===== src/rtl/kitchen_timer_pkg.sv =====
// Shared types and constants for the kitchen countdown timer.
package kitchen_timer_pkg;

    localparam int DIGIT_W = 4;
    localparam logic [DIGIT_W-1:0] SEC_WRAP_TENS = 4'd5;

    typedef enum logic [1:0] {
        ST_SET   = 2'd0,
        ST_RUN   = 2'd1,
        ST_PAUSE = 2'd2,
        ST_ALARM = 2'd3
    } state_t;

endpackage


===== src/rtl/bcd2_counter.sv =====
// Two-digit BCD up/down counter. The tens digit wraps at TENS_MAX, so the
// counter cycles {TENS_MAX,9} -> 00 going up and 00 -> {TENS_MAX,9} going down.
// borrow is combinational: high while dec is requested on 00.
// clr beats dec, and dec beats inc.
module bcd2_counter
    import kitchen_timer_pkg::*;
#(
    parameter logic [DIGIT_W-1:0] TENS_MAX = 4'd9
) (
    input  logic               clk,
    input  logic               rst,
    input  logic               clr,
    input  logic               inc,
    input  logic               dec,
    output logic [DIGIT_W-1:0] tens,
    output logic [DIGIT_W-1:0] ones,
    output logic               borrow
);

    logic [DIGIT_W-1:0] tens_d;
    logic [DIGIT_W-1:0] ones_d;

    assign borrow = dec && (tens == '0) && (ones == '0);

    // Next digit values with BCD carry/borrow between ones and tens.
    always_comb begin
        tens_d = tens;
        ones_d = ones;
        if (clr) begin
            tens_d = '0;
            ones_d = '0;
        end else if (dec) begin
            if (ones != '0) begin
                ones_d = ones - 4'd1;
            end else if (tens != '0) begin
                ones_d = 4'd9;
                tens_d = tens - 4'd1;
            end else begin
                ones_d = 4'd9;
                tens_d = TENS_MAX;
            end
        end else if (inc) begin
            if (ones != 4'd9) begin
                ones_d = ones + 4'd1;
            end else if (tens != TENS_MAX) begin
                ones_d = '0;
                tens_d = tens + 4'd1;
            end else begin
                ones_d = '0;
                tens_d = '0;
            end
        end
    end

    // Digit registers.
    always_ff @(posedge clk or posedge rst) begin
        if (rst) begin
            tens <= '0;
            ones <= '0;
        end else begin
            tens <= tens_d;
            ones <= ones_d;
        end
    end

endmodule


===== src/rtl/kitchen_countdown.sv =====
// Kitchen timer countdown: mm:ss in BCD, counted down on the 1 Hz tick,
// with an alarm phase that auto-returns to SET after ALARM_SECS ticks.
// Build option: define KITCHEN_COUNTDOWN_BLINK_EN to blink the display
// (blank toggles each tick) while the alarm is active.
//
// Every input pulse is a single-cycle strobe. In one cycle only the
// highest-priority pulse acts: btn_clr > btn_start > tick > btn_min/btn_sec;
// btn_min and btn_sec share a level and may both act together.
module kitchen_countdown
    import kitchen_timer_pkg::*;
#(
    parameter int ALARM_SECS   = 10,
    parameter int MAX_MIN_TENS = 9
) (
    input  logic               clk,
    input  logic               rst,
    input  logic               tick,
    input  logic               btn_min,
    input  logic               btn_sec,
    input  logic               btn_start,
    input  logic               btn_clr,
    output logic [DIGIT_W-1:0] min_tens,
    output logic [DIGIT_W-1:0] min_ones,
    output logic [DIGIT_W-1:0] sec_tens,
    output logic [DIGIT_W-1:0] sec_ones,
    output logic               running,
    output logic               alarm,
    output logic               blank
);

    localparam logic [7:0]         ALARM_LIMIT = 8'(ALARM_SECS);
    localparam logic [DIGIT_W-1:0] MIN_TENS_MAX = DIGIT_W'(MAX_MIN_TENS);

    state_t     state_q;
    state_t     state_d;
    logic [7:0] acnt_q;
    logic [7:0] acnt_d;
    logic       clr_time;
    logic       sec_inc;
    logic       sec_dec;
    logic       min_inc;
    logic       sec_borrow;

    // Prioritised events: at most one level acts per cycle.
    logic ev_clr;
    logic ev_start;
    logic ev_tick;
    logic ev_min;
    logic ev_sec;
    assign ev_clr   = btn_clr;
    assign ev_start = !btn_clr && btn_start;
    assign ev_tick  = !btn_clr && !btn_start && tick;
    assign ev_min   = !btn_clr && !btn_start && !tick && btn_min;
    assign ev_sec   = !btn_clr && !btn_start && !tick && btn_sec;

    logic time_zero;
    logic time_one;
    assign time_zero = (min_tens == '0) && (min_ones == '0) &&
                       (sec_tens == '0) && (sec_ones == '0);
    assign time_one  = (min_tens == '0) && (min_ones == '0) &&
                       (sec_tens == '0) && (sec_ones == 4'd1);

    bcd2_counter #(.TENS_MAX(SEC_WRAP_TENS)) u_sec (
        .clk    (clk),
        .rst    (rst),
        .clr    (clr_time),
        .inc    (sec_inc),
        .dec    (sec_dec),
        .tens   (sec_tens),
        .ones   (sec_ones),
        .borrow (sec_borrow)
    );

    // Minutes only ever move down when seconds roll from 00 to 59.
    bcd2_counter #(.TENS_MAX(MIN_TENS_MAX)) u_min (
        .clk    (clk),
        .rst    (rst),
        .clr    (clr_time),
        .inc    (min_inc),
        .dec    (sec_borrow),
        .tens   (min_tens),
        .ones   (min_ones),
        .borrow ()
    );

    // Next state, alarm counter and digit-counter controls.
    always_comb begin
        state_d  = state_q;
        acnt_d   = acnt_q;
        clr_time = 1'b0;
        sec_inc  = 1'b0;
        sec_dec  = 1'b0;
        min_inc  = 1'b0;
        case (state_q)
            ST_SET: begin
                if (ev_clr) begin
                    clr_time = 1'b1;
                end else if (ev_start) begin
                    if (!time_zero) state_d = ST_RUN;
                end else begin
                    min_inc = ev_min;
                    sec_inc = ev_sec;
                end
            end
            ST_RUN: begin
                if (ev_clr) begin
                    clr_time = 1'b1;
                    state_d  = ST_SET;
                end else if (ev_start) begin
                    state_d = ST_PAUSE;
                end else if (ev_tick) begin
                    sec_dec = 1'b1;
                    if (time_one) begin
                        state_d = ST_ALARM;
                        acnt_d  = '0;
                    end
                end
            end
            ST_PAUSE: begin
                if (ev_clr) begin
                    clr_time = 1'b1;
                    state_d  = ST_SET;
                end else if (ev_start) begin
                    state_d = ST_RUN;
                end
            end
            ST_ALARM: begin
                if (ev_clr || ev_start) begin
                    clr_time = 1'b1;
                    state_d  = ST_SET;
                end else if (ev_tick) begin
                    acnt_d = acnt_q + 8'd1;
                    if (acnt_q + 8'd1 == ALARM_LIMIT) state_d = ST_SET;
                end
            end
            default: state_d = ST_SET;
        endcase
    end

    // State, alarm counter and the status flags registered with the state.
    always_ff @(posedge clk or posedge rst) begin
        if (rst) begin
            state_q <= ST_SET;
            acnt_q  <= '0;
            running <= 1'b0;
            alarm   <= 1'b0;
        end else begin
            state_q <= state_d;
            acnt_q  <= acnt_d;
            running <= (state_d == ST_RUN);
            alarm   <= (state_d == ST_ALARM);
        end
    end

`ifdef KITCHEN_COUNTDOWN_BLINK_EN
    logic blank_q;
    logic blank_d;

    // Blank starts set on alarm entry, toggles each alarm tick, clears on exit.
    always_comb begin
        blank_d = 1'b0;
        if (state_d == ST_ALARM) begin
            if (state_q != ST_ALARM) blank_d = 1'b1;
            else if (ev_tick)        blank_d = ~blank_q;
            else                     blank_d = blank_q;
        end
    end

    // Blink register.
    always_ff @(posedge clk or posedge rst) begin
        if (rst) blank_q <= 1'b0;
        else     blank_q <= blank_d;
    end

    assign blank = blank_q;
`else
    assign blank = 1'b0;
`endif

endmodule

===== config.mk =====
export PLATFORM = sky130hd
export DESIGN_NAME = kitchen_countdown
export DESIGN_NICKNAME = d
export VERILOG_FILES = /design/src/rtl/kitchen_timer_pkg.sv /design/src/rtl/bcd2_counter.sv /design/src/rtl/kitchen_countdown.sv
export SDC_FILE = /design/constraint.sdc
export NUM_CORES = 1
export LEC_CHECK = 0
export BUFFER_PORTS_ARGS = -buffer_cell sky130_fd_sc_hd__buf_2
export CORE_MARGIN = 2
export CORE_UTILIZATION = 45
export CTS_CLUSTER_SIZE = 25
export DETAILED_ROUTE_END_ITERATION = 6
export PLACE_DENSITY = 0.73
export SYNTH_ARGS = -nofsm -noshare
export SYNTH_HDL_FRONTEND = slang
export SYNTH_HIERARCHICAL = 1
export SYNTH_SLANG_ARGS = --single-unit

===== constraint.sdc =====
create_clock -name clk -period 3 [get_ports clk]
set_input_delay 0.3 -clock clk [delete_from_list [all_inputs] [get_ports clk]]
set_output_delay 0.3 -clock clk [all_outputs]
set_load 0.01 [all_outputs]

==> flow_summary.toml <==
[timing]
period_share_pct = 84.2
clock_skew_ps = 2.75
finalSetupViolCount = 0
tns_ps = 0
fin_crit_ps = 2530
whs_ps = 275
rsz0062_at_grt = "false"
hold_viol = 0
slew_violations = 0
maxClockFrequency_mhz = 396

[pwr]
power.leakage_nw = 1.18
ir_worst_vdd_mv = 0.265
powerDensity_mw_per_mm2 = 479
p_total_mw = 1.25

[worst_setup_path]
reg2reg_from = "u_sec/tens[0]$_DFFE_PP0P_"
startpoint_type = "register"
crit_fanout = 18
crit_start = "u_sec/tens[0]$_DFFE_PP0P_"
reg2reg_to = "u_min/tens[1]$_DFFE_PP0P_"
cp_data_required_time_ps = 3170
rr_worst_depth = 9
reg2reg_slack_ps = 470
end_kind = "register"
cp.arrival_ps = 2690
critical_path_class = "reg -> reg"

[detailed_routing]
routed_via_density = 6.03
dr.pass1.iters = 4
drc = 0
wl_per_cell_um = 15.7
routed_wl_um = 5620
drtAntennaViolNets = 0
routed-wl-met3_um = 235
top_layer_used = "met4"
wl_met1_um = 2600
first_iter_violations = 91
wl_met2_um = 2770
routed-via-count = 2163

[die]
fp.dieH_um = 77.0
core_mm2 = 0.00514
dieArea_mm2 = 0.00593
io_pins = 26
start_util_pct = 46.6
rows = 26
die_w_um = 77.0

[clock_tree]
numClockSinks = 28
cts-root-buf = "clkbuf_8"
cts_resized = 0
insertion_delay_ps = 280
cts_tree = "yes"
h-tree-depth = 1
cts_buffer_depth = 2
clk_pin_slew_ps = 100
cts_made_buffers = 3
post-cts-setup-buffers = 0

[finish]
antenna_cells = 0
design_area_mm2 = 0.00262
final_nets = 312
drive_gt1_share_pct = 20.1
fill_cells = 520
area_growth_pct = 9.19

[min_path]
whs_path_depth = 2
hold_end = "running$_DFF_PP0_"
min_from = "tick"
hold_class = "in -> reg"

[placed_design]
gp_congestion = 0.837
io_buffers = 24
postPlaceCellArea_mm2 = 0.00254
dp.final_hpwl_um = 4130

[global_route]
grt_pass1_vias = 2030
grt_overflow = 0
grt_pass1_wl_um = 9490
grt_max_degree = 21
grt_util_all_layers_pct = 19.3
antenna_found_initial = 0

[yosys]
yosysWarnings = 6
synth_nets = 291
synth_cells = 269
netlist_area_mm2 = 0.00240
syn_area_per_cell_um2 = 8.91

[run]
drv_cap = 0

[outcome]
status = "completed"
## power by group
| part | leakage [nW] | switching (mW) | internal [mW] |
|---|---|---|---|
| Combinational | 0.763 | 0.209 | 0.188 |
| Clock | 0.0357 | 0.124 | 0.179 |
| Sequential | 0.377 | 0.122 | 0.432 |
| Total | 1.18 | 0.455 | 0.799 |
## cells in the final DEF, fill, tap and decap left out, types with 3 or more instances in the layout
| cell | instances |
|---|---|
| dfrtp_1 | 28 |
| xor2_1 | 3 |
| nand2_1 | 11 |
| nor4_1 | 3 |
| nand4bb_1 | 3 |
| nor3_1 | 12 |
| mux2_1 | 4 |
| nand4_1 | 3 |
| o211ai_1 | 4 |
| buf_4 | 3 |
| a21oi_1 | 22 |
| clkbuf_8 | 3 |
| o2bb2ai_1 | 5 |
| nor4b_1 | 3 |
| ha_1 | 15 |
| nand2b_1 | 4 |
| a41o_1 | 4 |
| mux2i_1 | 6 |
| buf_2 | 24 |
| o21ai_0 | 6 |
| nand3_1 | 12 |
| a211oi_1 | 4 |
| nor2_1 | 23 |
| inv_1 | 19 |
## final cells by class
| class | instances | area, um^2 | area share (%) |
|---|---|---|---|
| Clock inverter | 1 | 30.0 | 1.15 |
| Timing Repair Buffer | 28 | 153 | 5.83 |
| Tap cell | 70 | 87.6 | 3.35 |
| Inverter | 20 | 75.1 | 2.87 |
| Multi-Input combinational cell | 209 | 1530 | 58.5 |
| Clock buffer | 3 | 41.3 | 1.58 |
| Sequential cell | 28 | 701 | 26.8 |
## sequential cells by signal, summed over array words and instances (netlist names)
signal / count
acnt_q: 8
alarm: 1
running: 1
state_q: 2
u_min/ones: 4
u_min/tens: 4
u_sec/ones: 4
u_sec/tens: 4
## what timing repair did
| action | CTS | global route |
|---|---|---|
| hold buffers | 1 | 0 |
| endpoints found under the setup margin | 0 | 0 |
| hold endpoints to repair | 16 | 0 |
## worst max path at each step
stage	end	depth (start not counted)	slack [ps]
3_5_place_dp	u_min/tens[1]$_DFFE_PP0P_	11	410
4_1_cts	u_min/tens[1]$_DFFE_PP0P_	9	490
3_3_place_gp	u_min/tens[1]$_DFFE_PP0P_	11	530
2_1_floorplan	u_min/tens[0]$_DFFE_PP0P_	11	80
5_1_grt	u_min/tens[2]$_DFFE_PP0P_	9	370
6_report	u_min/tens[1]$_DFFE_PP0P_	9	470
## routing by layer
| metal | vias up | GRT usage [%] |
|---|---|---|
| met5 | - | 0 |
| met3 | 2 | 3.06 |
| met2 | 49 | 32.4 |
| met4 | 0 | 3.93 |
| met1 | 1072 | 26.3 |
| li1 | 1040 | - |
## metrics by stage
step / worst slack (ps) / instances / utilization (%)
detailed placement: 411 / 354 / 49.3
CTS: 487 / 359 / 50.9
global placement: 528 / 354 / 49.3
finish: 474 / 359 / 50.9
global route: 367 / 359 / 50.9
floorplan: 80.8 / 269 / -
## worst max-delay path: stages (launching register included)
cell and delay (ps):
dfrtp_1 480, inv_1 130, ha_1 160, or3b_4 410, nor4_2 140, buf_4 250
nand4bb_1 190, a21oi_2 90, nor2_2 190, mux2_1 360
Note: power is estimated with default switching activity, not from simulation.
